[config.mk]
export PLATFORM = sky130hd
export DESIGN_NAME = lpm_lookup_ctrl
export DESIGN_NICKNAME = d
export VERILOG_FILES = /design/src/rtl/lpm_pkg.sv /design/src/rtl/lpm_addr_gen.sv /design/src/rtl/lpm_lookup_ctrl.sv
export SDC_FILE = /design/constraint.sdc
export NUM_CORES = 1
export LEC_CHECK = 0
export CAP_MARGIN = 25
export CELL_PAD_IN_SITES_DETAIL_PLACEMENT = 1
export CELL_PAD_IN_SITES_GLOBAL_PLACEMENT = 1
export CORE_MARGIN = 5
export CORE_UTILIZATION = 27
export DETAILED_ROUTE_END_ITERATION = 10
export PLACE_DENSITY_LB_ADDON = 0.1
export SLEW_MARGIN = 20
export SYNTH_ARGS = -nofsm -noshare
export SYNTH_HDL_FRONTEND = slang
export SYNTH_HIERARCHICAL = 1
export SYNTH_SLANG_ARGS = --single-unit
[constraint.sdc]
create_clock -name CLK -period 3.5 [get_ports CLK]
set_input_delay 0.7 -clock CLK [delete_from_list [all_inputs] [get_ports CLK]]
set_output_delay 0.7 -clock CLK [all_outputs]
set_load 0.01 [all_outputs]
[src/rtl/lpm_pkg.sv]
// rtl/lpm_pkg.sv - shared types and constants for the LPM trie lookup engine
package lpm_pkg;

   typedef enum logic [1:0] {
      ST_IDLE  = 2'd0,
      ST_ISSUE = 2'd1,
      ST_WAIT  = 2'd2,
      ST_DONE  = 2'd3
   } lpm_state_e;

   localparam int         ENTRY_LEAF_BIT = 31;
   localparam logic [1:0] LPM_MAX_LEVEL  = 2'd2;

   localparam int FIELD_A_LSB = 0;
   localparam int FIELD_B_LSB = 32;
   localparam int FIELD_C_LSB = 64;

   // Packed MSB-first so the 96-bit word reads {c, b, a}.
   typedef struct packed {
      logic [31:0] c;
      logic [31:0] b;
      logic [31:0] a;
   } lpm_word_t;

endpackage

[src/rtl/lpm_addr_gen.sv]
// rtl/lpm_addr_gen.sv - per-level table address: base plus the key chunk for that level
module lpm_addr_gen #(
   parameter int KEY_W   = 32,
   parameter int L0_BITS = 16,
   parameter int L1_BITS = 8,
   parameter int L2_BITS = 8
) (
   input  logic [31:0]      base_i,
   input  logic [KEY_W-1:0] key_i,
   input  logic [1:0]       level_i,
   output logic [31:0]      addr_o
);

   logic [31:0] chunk;

   always_comb begin
      chunk = '0;
      case (level_i)
         2'd0:    chunk[L0_BITS-1:0] = key_i[KEY_W-1 -: L0_BITS];
         2'd1:    chunk[L1_BITS-1:0] = key_i[L1_BITS+L2_BITS-1 -: L1_BITS];
         default: chunk[L2_BITS-1:0] = key_i[L2_BITS-1:0];
      endcase
   end

   // Plain 32-bit add; overflow wraps by construction.
   assign addr_o = base_i + chunk;

endmodule

[src/rtl/lpm_lookup_ctrl.sv]
// rtl/lpm_lookup_ctrl.sv - 16/8/8 trie walker, one memory request outstanding at a time
module lpm_lookup_ctrl
   import lpm_pkg::*;
#(
   parameter int          KEY_W     = 32,
   parameter int          L0_BITS   = 16,
   parameter int          L1_BITS   = 8,
   parameter int          L2_BITS   = 8,
   parameter logic [31:0] ROOT_BASE = 32'h0
) (
   input  logic        CLK,
   input  logic        RST,
   input  logic        ifc_enter_ena_i,
   input  logic [31:0] ifc_enter_key_i,
   input  logic [31:0] ifc_enter_tag_i,
   output logic        ifc_enter_rdy_o,
   output logic        ifc_result_rdy_o,
   output logic [31:0] ifc_result_value_o,
   output logic [31:0] ifc_result_tag_o,
   output logic        ifc_result_miss_o,
   output logic [1:0]  ifc_result_levels_o,
   input  logic        ifc_result_accept_ena_i,
   output logic        mem_req_ena_o,
   output logic [95:0] mem_req_v_o,
   input  logic        mem_req_rdy_i,
   input  logic [95:0] mem_res_value_i,
   input  logic        mem_res_value_rdy_i,
   output logic        mem_res_accept_ena_o,
   input  logic        mem_res_accept_rdy_i,
   output logic [31:0] lookups_done_o
);

   lpm_state_e  state_q, state_d;
   logic [1:0]  level_q, level_d;
   logic [31:0] base_q, base_d;
   logic [31:0] key_q, key_d;
   logic [31:0] tag_q, tag_d;
   logic [31:0] entry_q, entry_d;
   logic [31:0] count_q, count_d;

   logic [31:0] addr;
   logic [31:0] res_entry;
   lpm_word_t   req_w;
   logic        unused_res_bits;

   lpm_addr_gen #(
      .KEY_W  (KEY_W),
      .L0_BITS(L0_BITS),
      .L1_BITS(L1_BITS),
      .L2_BITS(L2_BITS)
   ) u_addr_gen (
      .base_i (base_q),
      .key_i  (key_q),
      .level_i(level_q),
      .addr_o (addr)
   );

   assign res_entry       = mem_res_value_i[FIELD_A_LSB +: 32];
   assign unused_res_bits = ^{mem_res_value_i[FIELD_B_LSB +: 32], mem_res_value_i[FIELD_C_LSB +: 32]};

   always_comb begin
      req_w.a = addr;
      req_w.b = {30'b0, level_q};
      req_w.c = tag_q;
   end
   assign mem_req_v_o = req_w;

   always_comb begin
      state_d              = state_q;
      level_d              = level_q;
      base_d               = base_q;
      key_d                = key_q;
      tag_d                = tag_q;
      entry_d              = entry_q;
      count_d              = count_q;
      ifc_enter_rdy_o      = 1'b0;
      ifc_result_rdy_o     = 1'b0;
      mem_req_ena_o        = 1'b0;
      mem_res_accept_ena_o = 1'b0;

      case (state_q)
         ST_IDLE: begin
            ifc_enter_rdy_o = 1'b1;
            if (ifc_enter_ena_i) begin
               key_d   = ifc_enter_key_i;
               tag_d   = ifc_enter_tag_i;
               base_d  = ROOT_BASE;
               level_d = 2'd0;
               state_d = ST_ISSUE;
            end
         end
         ST_ISSUE: begin
            mem_req_ena_o = mem_req_rdy_i;
            if (mem_req_rdy_i) state_d = ST_WAIT;
         end
         ST_WAIT: begin
            mem_res_accept_ena_o = mem_res_value_rdy_i & mem_res_accept_rdy_i;
            if (mem_res_accept_ena_o) begin
               entry_d = res_entry;
               // A non-leaf at the last level is a miss; its payload is still reported.
               if (res_entry[ENTRY_LEAF_BIT] || (level_q == LPM_MAX_LEVEL)) begin
                  state_d = ST_DONE;
               end else begin
                  base_d  = {1'b0, res_entry[30:0]};
                  level_d = level_q + 2'd1;
                  state_d = ST_ISSUE;
               end
            end
         end
         ST_DONE: begin
            ifc_result_rdy_o = 1'b1;
            if (ifc_result_accept_ena_i) begin
               count_d = count_q + 32'd1;
               state_d = ST_IDLE;
            end
         end
         default: state_d = ST_IDLE;
      endcase
   end

   always_ff @(posedge CLK) begin
      if (RST) begin
         state_q <= ST_IDLE;
         level_q <= '0;
         base_q  <= '0;
         key_q   <= '0;
         tag_q   <= '0;
         entry_q <= '0;
         count_q <= '0;
      end else begin
         state_q <= state_d;
         level_q <= level_d;
         base_q  <= base_d;
         key_q   <= key_d;
         tag_q   <= tag_d;
         entry_q <= entry_d;
         count_q <= count_d;
      end
   end

   assign ifc_result_value_o  = {1'b0, entry_q[30:0]};
   assign ifc_result_tag_o    = tag_q;
   assign ifc_result_miss_o   = ~entry_q[ENTRY_LEAF_BIT];
   assign ifc_result_levels_o = level_q + 2'd1;
   assign lookups_done_o      = count_q;

endmodule

==> results of run 1 <==
[final cells by class]
type / instances / area (um2)
clock buffer: 19 / 452.9
timing repair buffer: 355 / 3297
inverter: 16 / 60.06
clock inverter: 13 / 116.4
tap: 396 / 495.5
multi-input combinational: 753 / 4519
fill: 3646 / 18380
sequential: 163 / 3271
[stage by stage]
step                      power [W]  setup TNS [ns]  setup slack [ns]  area (um2)
after floorplan            0.002379               0           0.03525        8494
after global placement     0.002748          -7.059           -0.3747       11250
after detailed placement   0.002753          -7.383           -0.3940       11250
after CTS                  0.004625          -5.041           -0.3657       12060
after global routing       0.004774          -7.196           -0.4082       12210
final                      0.004551          -3.036           -0.2235       12210
[critical path, stage by stage, from the launching register on]
cell and delay (ns):
dfxtp_4 0.37, mux2i_1 0.12, o21ai_1 0.13, ha_2 0.20
inv_2 0.04, fa_2 0.33, nand2b_4 0.16, a21oi_4 0.14
a211oi_4 0.06, o311ai_4 0.33, buf_4 0.18, nor4b_4 0.19
xor2_1 0.18, buf_2 0.16
[synthesized netlist by cell type, drive strengths merged (2+ instances only)]
cell and number:
a21o 6, a21oi 166, and4 5, buf 108
nand3 20, xor2 13, o21bai 2, dfxtp 163
nor2b 7, and3 9, nand2 224, o21ai 51
mux2 5, or3 8, nand2b 2, a211o 2
or4 15, clkbuf 54, o31ai 13, o211ai 2
a31oi 3, a21boi 4, mux2i 9, nor4 7
nor3 5, o21a 3, nand4 47, xnor2 22
and2 15, inv 15, ha 18, nor2 24
[routing by layer]
metal | global-route usage | part of all wire
met2 | 0.2691 | 0.47
met3 | 0.05640 | 0.075
met5 | 0 | 0.0019
met4 | 0.03323 | 0.0052
met1 | 0.2233 | 0.45
[cells by family after synthesis]
logic type,count (synthesis)
AOI/OAI and AO/OA,261
xor gates and xnor gates,35
adders and majority gates,19
buffers and inverters,178
DFF,163
muxes,14
other,1
and+or+nand+nor,392
[power by group]
group          switching [W]  total [W]  leakage (nW)  internal, W
Sequential         0.0000508    0.00197          1.32      0.00192
Combinational       0.000386   0.000744          2.97     0.000357
Clock               0.000861    0.00184         0.281     0.000976
Total                0.00130    0.00455          4.58      0.00325
[sequential cells by signal (all words and copies together) (netlist names)]
| signal | count |
|---|---|
| base_q | 31 |
| entry_q | 32 |
| level_q | 2 |
| key_q | 32 |
| ifc_result_tag_o | 32 |
| lookups_done_o | 32 |
| state_q | 2 |
[worst max path at each step]
stage / to / cells past startpoint / start / slack [ns]
6_report: mem_req_v_o[28] / 13 / level_q[0]$_SDFFE_PP0P_ / -0.22
5_1_grt: mem_req_v_o[28] / 13 / level_q[0]$_SDFFE_PP0P_ / -0.41
4_1_cts: mem_req_v_o[28] / 13 / level_q[0]$_SDFFE_PP0P_ / -0.37
3_5_place_dp: mem_req_v_o[27] / 10 / level_q[0]$_SDFFE_PP0P_ / -0.39
3_3_place_gp: mem_req_v_o[27] / 10 / level_q[0]$_SDFFE_PP0P_ / -0.37
2_1_floorplan: mem_req_v_o[28] / 12 / level_q[1]$_SDFFE_PP0P_ / 0.04
[timing repair]
item,4_1_cts,5_1_grt
resized for setup,160,31
setup endpoints to repair,29,27
pin swaps,38,19
buffers inserted,15,11
==> impl_metrics.tcl, run 1 <==
set metrics [dict create \
    grt_max_degree 75 \
    clock-root-buffer "clkbuf_16" \
    rows 64 \
    wirelength_mm 30.25 \
    crit_path_start_kind "register" \
    grt_pass1_vias 8400 \
    synthMuxAreaShare 0.01748 \
    syn_to_final_growth_pct 45.78 \
    worst_slew_pin_slew_ns 0.6615 \
    rsz0062_at_grt "true" \
    r2r_end "lookups_done_o[28]$_SDFFE_PP0P_" \
    synth_top_area_share 0.3895 \
    via_per_inst 4.761 \
    outcome "complete, but fails checks" \
    die_w_um 186.1 \
    antenna_found_initial 5 \
    end_kind "primary output" \
    io_buffers 270 \
    ys_seq_area_frac 0.3895 \
    drv_slew 0 \
    place_hpwl_mm 21.79 \
    synthTopCellsByArea "dfxtp_1, nand2_1, a21oi_1, buf_4, nand4_1" \
    r2r_cells 5 \
    hold_buffers 0 \
    final_cell_mix "clkdlybuf4s50_1, nand2_1, dfxtp_1" \
    layout_setup_ws_ns -0.2235 \
    synth_top_family_by_area "simple AND/OR/NAND/NOR gates" \
    fin_nets 1492 \
    first_iter_violations 325 \
    failed_checks "setup timing" \
    crit_path_max_fanout 4 \
    setup_viol 22 \
    cts_tree "done" \
    async_flop_share 0 \
    core_area_um2 30590 \
    finalClockSkew_ns 0.01730 \
    fin_util 0.3992 \
    htree_levels 4 \
    max_cap_violations 0 \
    holdWs_ns 0.4556 \
    critPathArrivalTime_ns 3.02 \
    yosys.area_share.simple 0.2258 \
    worst_hold_path_type "register to register" \
    synth_top_cell_by_area "dfxtp_1" \
    synthAdderAreaFrac 0.02928 \
    clock-sinks 163 \
    synth-edff-count 0 \
    yosys_register_bits 163 \
    hold_violations 0 \
    finalCriticalPeriod_ns 3.723 \
    clkLatencyLatePin_ns 0.43 \
    gr-usage-all-layers 0.1682 \
    first_pass_iters 4 \
    avgSynthCellArea_um2 7.880 \
    die_h_um 186.1 \
    synth_ff_type "dfxtp_1" \
    maxSlewHeadroom 0.5590 \
    clkTransAtPathRegs_ns 0.07 \
    r2r-start "lookups_done_o[0]$_SDFFE_PP0P_" \
    num_vias 8165 \
    drive_gt1_frac 0.1721 \
    hold_path_end "key_q[26]$_SDFFE_PP0P_" \
    clk_path_buf_depth 2 \
    synth_xor_xnor_area_share 0.03659 \
    grt_first_pass_wirelength_mm 46.71 \
    cts-buffers-inserted 17 \
    whs_path_depth 2 \
    cp.required_ns 2.80 \
    min-delay-start "key_q[26]$_SDFFE_PP0P_" \
    leakage_nw 4.579 \
    gp_congestion 0.7968 \
    period_share 1.064 \
    diodes 0 \
    yosysUniqueCellTypes 64 \
    power_density_nw_per_um2 372.7 \
    fmax_mhz 268.6 \
    post_drt_wl_per_cell_um 17.64 \
    syn-instance-count 1063 \
    die_area_um2 34650 \
    io_pins 366 \
    path_class "register to primary output" \
    route.detailed.drc 0 \
    placed_cells 1660 \
    final_common_cell "clkdlybuf4s50_1" \
    yosysWarnings 6 \
    ir_drop_v 0.0002662 \
    synth_compound_area_frac 0.1765 \
    grt_overflow 0 \
    syn_area_um2 8377 \
    final_cells 1715 \
    rrSetupSlack_ns 1.26 \
    antenna_left 0 \
    start_util 0.2738 \
]
Note: power is estimated with default switching activity, not from simulation.
==> run 2, diff against run 1 <==
--- a/config.mk
+++ b/config.mk
@@ -6,7 +6,7 @@
 export NUM_CORES = 1
 export LEC_CHECK = 0
 export CAP_MARGIN = 25
-export CELL_PAD_IN_SITES_DETAIL_PLACEMENT = 1
+export CELL_PAD_IN_SITES_DETAIL_PLACEMENT = 0
 export CELL_PAD_IN_SITES_GLOBAL_PLACEMENT = 1
 export CORE_MARGIN = 5
 export CORE_UTILIZATION = 27
==> impl_metrics.tcl, run 2 (synthesis gave the netlist of run 1 again) <==
set metrics [dict create \
    final_cells 1710 \
    wirelength_mm 28.96 \
    io_buffers 270 \
    final_cell_mix "clkdlybuf4s50_1, nand2_1, dfxtp_1" \
    drive_gt1_frac 0.1621 \
    grt_max_degree 75 \
    hold_buffers 0 \
    wl_met1_mm 13.40 \
    leakage_nw 4.558 \
    gr-usage-all-layers 0.1625 \
    diodes 0 \
    drv_slew 0 \
    fin_util 0.3977 \
    gp_congestion 0.7968 \
    crit_path_max_fanout 8 \
    die_area_um2 34650 \
    layout_setup_ws_ns -0.2228 \
    route.met3.wl_mm 2.242 \
    antenna_found_initial 6 \
    cp.required_ns 2.80 \
    cp-startpoint "level_q[0]$_SDFFE_PP0P_" \
    via_per_inst 4.635 \
    worst_slew_pin_slew_ns 0.6480 \
    place_hpwl_mm 20.68 \
    die_h_um 186.1 \
    clock-root-buffer "clkbuf_16" \
    cts_tree "done" \
    route.detailed.drc 0 \
    hold_violations 0 \
    end_kind "primary output" \
    r2r_cells 5 \
    finalClockSkew_ns 0.01376 \
    max_cap_violations 0 \
    syn_to_final_growth_pct 45.24 \
    first_pass_iters 4 \
    power_density_nw_per_um2 380.1 \
    outcome "complete, but fails checks" \
    htree_levels 4 \
    cts-buffers-inserted 17 \
    ir_drop_v 0.0002760 \
    antenna_left 0 \
    rrSetupSlack_ns 1.27 \
    grt_pass1_vias 7918 \
    rsz0062_at_grt "true" \
    num_vias 7925 \
    routed.top_layer "met5" \
    clkLatencyLatePin_ns 0.43 \
    fmax_mhz 268.6 \
    maxSlewHeadroom 0.5680 \
    final.setup.tns_ns -3.064 \
    crit_path_end "mem_req_v_o[28]" \
    placed_cells 1660 \
    post_drt_wl_per_cell_um 16.93 \
    core_area_um2 30590 \
    finalCriticalPeriod_ns 3.723 \
    critPathArrivalTime_ns 3.02 \
    clkTransAtPathRegs_ns 0.06 \
    grt_first_pass_wirelength_mm 45.01 \
    first_iter_violations 296 \
    r2r-start "lookups_done_o[0]$_SDFFE_PP0P_" \
    period_share 1.064 \
    failed_checks "setup timing" \
    io_pins 366 \
    crit_path_start_kind "register" \
    worst_hold_path_type "register to register" \
    clock-sinks 163 \
    path_class "register to primary output" \
    clk_path_buf_depth 2 \
    rows 64 \
    die_w_um 186.1 \
    fin_nets 1488 \
    grt_overflow 0 \
    final_common_cell "clkdlybuf4s50_1" \
    dr_wl_met2_mm 13.07 \
    setup_viol 22 \
    r2r_end "lookups_done_o[28]$_SDFFE_PP0P_" \
    start_util 0.2738 \
]
run 2: cell types whose count changed in the layout (fill, tap and decap cells not counted), moves of 2 or more:
cell	previous run	this run
inv_8	3	1
xor2_1	11	13
a21oi_2	11	8
buf_4	71	67
nand3_2	3	1
buf_2	24	26
xor2_2	2	0
nand3_1	17	19
inv_6	5	3
bufinv_16	0	2
a21oi_1	151	155
clkinvlp_4	1	3
run 2: worst min path at each step:
stage                                 from                endpoint  slack (ns)  cells after the start
finish              key_q[28]$_SDFFE_PP0P_  key_q[28]$_SDFFE_PP0P_        0.45                      2
global route        key_q[19]$_SDFFE_PP0P_  key_q[19]$_SDFFE_PP0P_        0.48                      2
CTS                 key_q[30]$_SDFFE_PP0P_  key_q[30]$_SDFFE_PP0P_        0.45                      2
detailed placement  key_q[30]$_SDFFE_PP0P_  key_q[30]$_SDFFE_PP0P_        0.44                      2
global placement    key_q[26]$_SDFFE_PP0P_  key_q[26]$_SDFFE_PP0P_        0.44                      2
floorplan           key_q[24]$_SDFFE_PP0P_  key_q[24]$_SDFFE_PP0P_        0.43                      2
run 2: where the power goes:
group	leakage, nW	internal, W	switching [W]
clock	0.279	0.00108	0.000837
sequential	1.32	0.00192	0.0000502
combinational	2.95	0.000354	0.000381
total	4.56	0.00336	0.00127
run 2: metrics by stage:
stage	setup slack, ns	hold slack [ns]	area (um2)	total power [W]
after floorplan	0.03525	0.4317	8494	0.002379
after global placement	-0.3747	0.4396	11250	0.002748
after detailed placement	-0.3861	0.4443	11250	0.002747
after CTS	-0.3118	0.4529	12010	0.004697
after global routing	-0.4214	0.4754	12170	0.004856
final	-0.2228	0.4512	12170	0.004625
run 2: critical path, cell delays in order, from the launching register on:
cell and delay, ns:
dfxtp_4 0.38, buf_4 0.12, nor2_1 0.03, buf_4 0.17
and2_4 0.17, ha_4 0.28, buf_4 0.11, nand3_1 0.22
o311ai_4 0.40, buf_4 0.18, nor4b_4 0.19, xor2_1 0.20
buf_2 0.17
run 2: timing repair:
action	CTS	global route
resized for setup	154	27
pin swaps	38	20
endpoints found under the setup margin	29	28
setup buffers	11	10
run 2: cell type report:
type                            count  area (um2)
Fill cell                        3176       18420
Sequential cell                   163        3271
Timing Repair Buffer              351        3261
Clock inverter                     12       146.4
Tap cell                          396       495.5
Inverter                           16       60.06
Multi-Input combinational cell    753        4491
Clock buffer                       19       442.9
run 2: per-layer routing:
| layer | global-route usage | vias to the layer above |
|---|---|---|
| met4 | 0.02273 | 12 |
| met5 | 0 | - |
| met1 | 0.2227 | 3670 |
| met3 | 0.05990 | 22 |
| li1 | - | 4025 |
| met2 | 0.2526 | 196 |
==> run 3, diff against run 2 <==
--- a/config.mk
+++ b/config.mk
@@ -12,7 +12,7 @@
 export CORE_UTILIZATION = 27
 export DETAILED_ROUTE_END_ITERATION = 10
 export PLACE_DENSITY_LB_ADDON = 0.1
-export SLEW_MARGIN = 20
+export RECOVER_POWER = 25
 export SYNTH_ARGS = -nofsm -noshare
 export SYNTH_HDL_FRONTEND = slang
 export SYNTH_HIERARCHICAL = 1
==> impl_metrics.tcl, run 3 (synthesis gave the netlist of run 1 again) <==
set metrics [dict create \
    outcome "complete, but fails checks" \
    failed_checks "capacitance limit, slew limit, setup timing" \
    holdWs_ns 0.4512 \
    place_hpwl_mm 20.68 \
    critPathMaxStageDelay_ns 0.40 \
    final_common_cell "clkdlybuf4s50_1" \
    path_cells "buf_4, nor2_1, buf_4, and2_4, ha_4, buf_4, nand3_1, o311ai_4, buf_4, nor4b_4, xor2_1, buf_2" \
    io_buffers 270 \
    die_h_um 186.1 \
    route.detailed.drc 0 \
    first_iter_violations 296 \
    crit_top_cell "buf_4" \
    swShare 0.2743 \
    multi_input_area_um2 4491 \
    start_util 0.2738 \
    grt_pass1_vias 7918 \
    worst_slew_pin_slew_ns 1.786 \
    first_pass_iters 4 \
    ir_drop_v 0.0002760 \
    crit_buf_inv 5 \
    crit_path_max_fanout 8 \
    layout_setup_ws_ns -0.2228 \
    rows 64 \
    seq_power_share 0.427 \
    max_cap_violations 1 \
    worst_hold_path_type "register to register" \
    leakage_nw 4.548 \
    fin_nets 1488 \
    cts_tree "done" \
    num_vias 7927 \
    drv_slew 34 \
    area.sequential_um2 3269 \
    hold_violations 0 \
    power_density_nw_per_um2 380.3 \
    fill_cells 3180 \
    crit_path_start_kind "register" \
    finalCriticalPeriod_ns 3.723 \
    die_area_um2 34650 \
    diodes 0 \
    finalClockSkew_ns 0.01378 \
    cp_slowest_cell "o311ai_4" \
    gr-usage-all-layers 0.1625 \
    power.share.clock 0.416 \
    rsz0062_at_grt "true" \
    clk_path_buf_depth 2 \
    wirelength_mm 28.96 \
    maxSlewHeadroom -0.1905 \
    clock-root-buffer "clkbuf_16" \
    clock-sinks 163 \
    critPathArrivalTime_ns 3.02 \
    gp_congestion 0.7968 \
    critPathTopFamily "buffers and inverters" \
    grt_max_degree 75 \
    path_class "register to primary output" \
    post_drt_wl_per_cell_um 16.94 \
    fin_util 0.3970 \
    cts-buffers-inserted 17 \
    dp_slack_ns -0.3861 \
    htree_levels 4 \
    die_w_um 186.1 \
    syn_to_final_growth_pct 44.97 \
    fmax_mhz 268.6 \
    drive_gt1_frac 0.1606 \
    core_area_um2 30590 \
    final_cell_mix "clkdlybuf4s50_1, nand2_1, dfxtp_1" \
    antenna_found_initial 7 \
    p_sw_w 0.001267 \
    hold_buffers 0 \
    setup_viol 22 \
    clkTransAtPathRegs_ns 0.06 \
    antenna_left 0 \
    clkLatencyLatePin_ns 0.43 \
    p_int_w 0.003351 \
    end_kind "primary output" \
    via_per_inst 4.636 \
    cp.required_ns 2.80 \
    io_pins 366 \
    period_share 1.064 \
    p_comb_frac 0.158 \
    grt_overflow 0 \
    grt_first_pass_wirelength_mm 45.01 \
]
run 3: metal layers:
metal  vias to the layer above  global-route usage  routed length [um]
met1                      3669              0.2227               13410
met5                         -                   0                  97
met3                        24             0.05990                2229
met2                       194              0.2526               13060
li1                       4026                   -                   -
met4                        14             0.02273                 166
run 3: repair_timing:
| item | 4_1_cts | 5_1_grt |
|---|---|---|
| pin swaps | 38 | 20 |
| setup endpoints to repair | 29 | 28 |
| cloned | 0 | 0 |
| setup buffers | 11 | 10 |
| resized for setup | 154 | 27 |
| hold endpoints to repair | 0 | 0 |
run 3: worst register-to-register path, cell delays in order (launching register included):
cell and delay (ns):
dfxtp_1 0.43, clkbuf_2 0.64, nor2b_1 0.11, nand3_1 0.13, clkbuf_1 1.30, nand2_1 0.16, a21oi_1 0.19
run 3: final cells by class:
class                           instances  area share
Timing Repair Buffer                  351      0.2667
Clock buffer                           19     0.03647
Sequential cell                       163      0.2692
Clock inverter                         12     0.01205
Tap cell                              396     0.04080
Inverter                               16    0.004945
Multi-Input combinational cell        753      0.3698
run 3: worst paths after layout:
check | startpoint | to | slack, ns | cells past startpoint
worst max-delay path | level_q[0]$_SDFFE_PP0P_ | mem_req_v_o[28] | -0.22 | 12
worst min-delay path | key_q[28]$_SDFFE_PP0P_ | key_q[28]$_SDFFE_PP0P_ | 0.45 | 2
worst max register to register | state_q[0]$_SDFFE_PP0P_ | entry_q[5]$_SDFFE_PP0P_ | 0.47 | 6
worst min register to register | key_q[28]$_SDFFE_PP0P_ | key_q[28]$_SDFFE_PP0P_ | 0.45 | 2
run 3: power groups by stage:
stage	logic, W	clock network [W]	registers (W)
2_1_floorplan	0.000372	0	0.00201
3_3_place_gp	0.000734	0	0.00201
3_5_place_dp	0.000734	0	0.00201
4_1_cts	0.000741	0.00198	0.00197
5_1_grt	0.000801	0.00207	0.00198
6_report	0.000728	0.00192	0.00197
run 3: stage by stage:
| step | instances | power (W) | instance area [um2] | setup TNS [ns] |
|---|---|---|---|---|
| after floorplan | 1094 | 0.002379 | 8494 | 0 |
| after global placement | 1660 | 0.002748 | 11250 | -7.059 |
| after detailed placement | 1660 | 0.002747 | 11250 | -7.043 |
| after CTS | 1702 | 0.004697 | 12010 | -3.820 |
| after global routing | 1710 | 0.004850 | 12140 | -7.737 |
| final | 1710 | 0.004618 | 12140 | -3.066 |
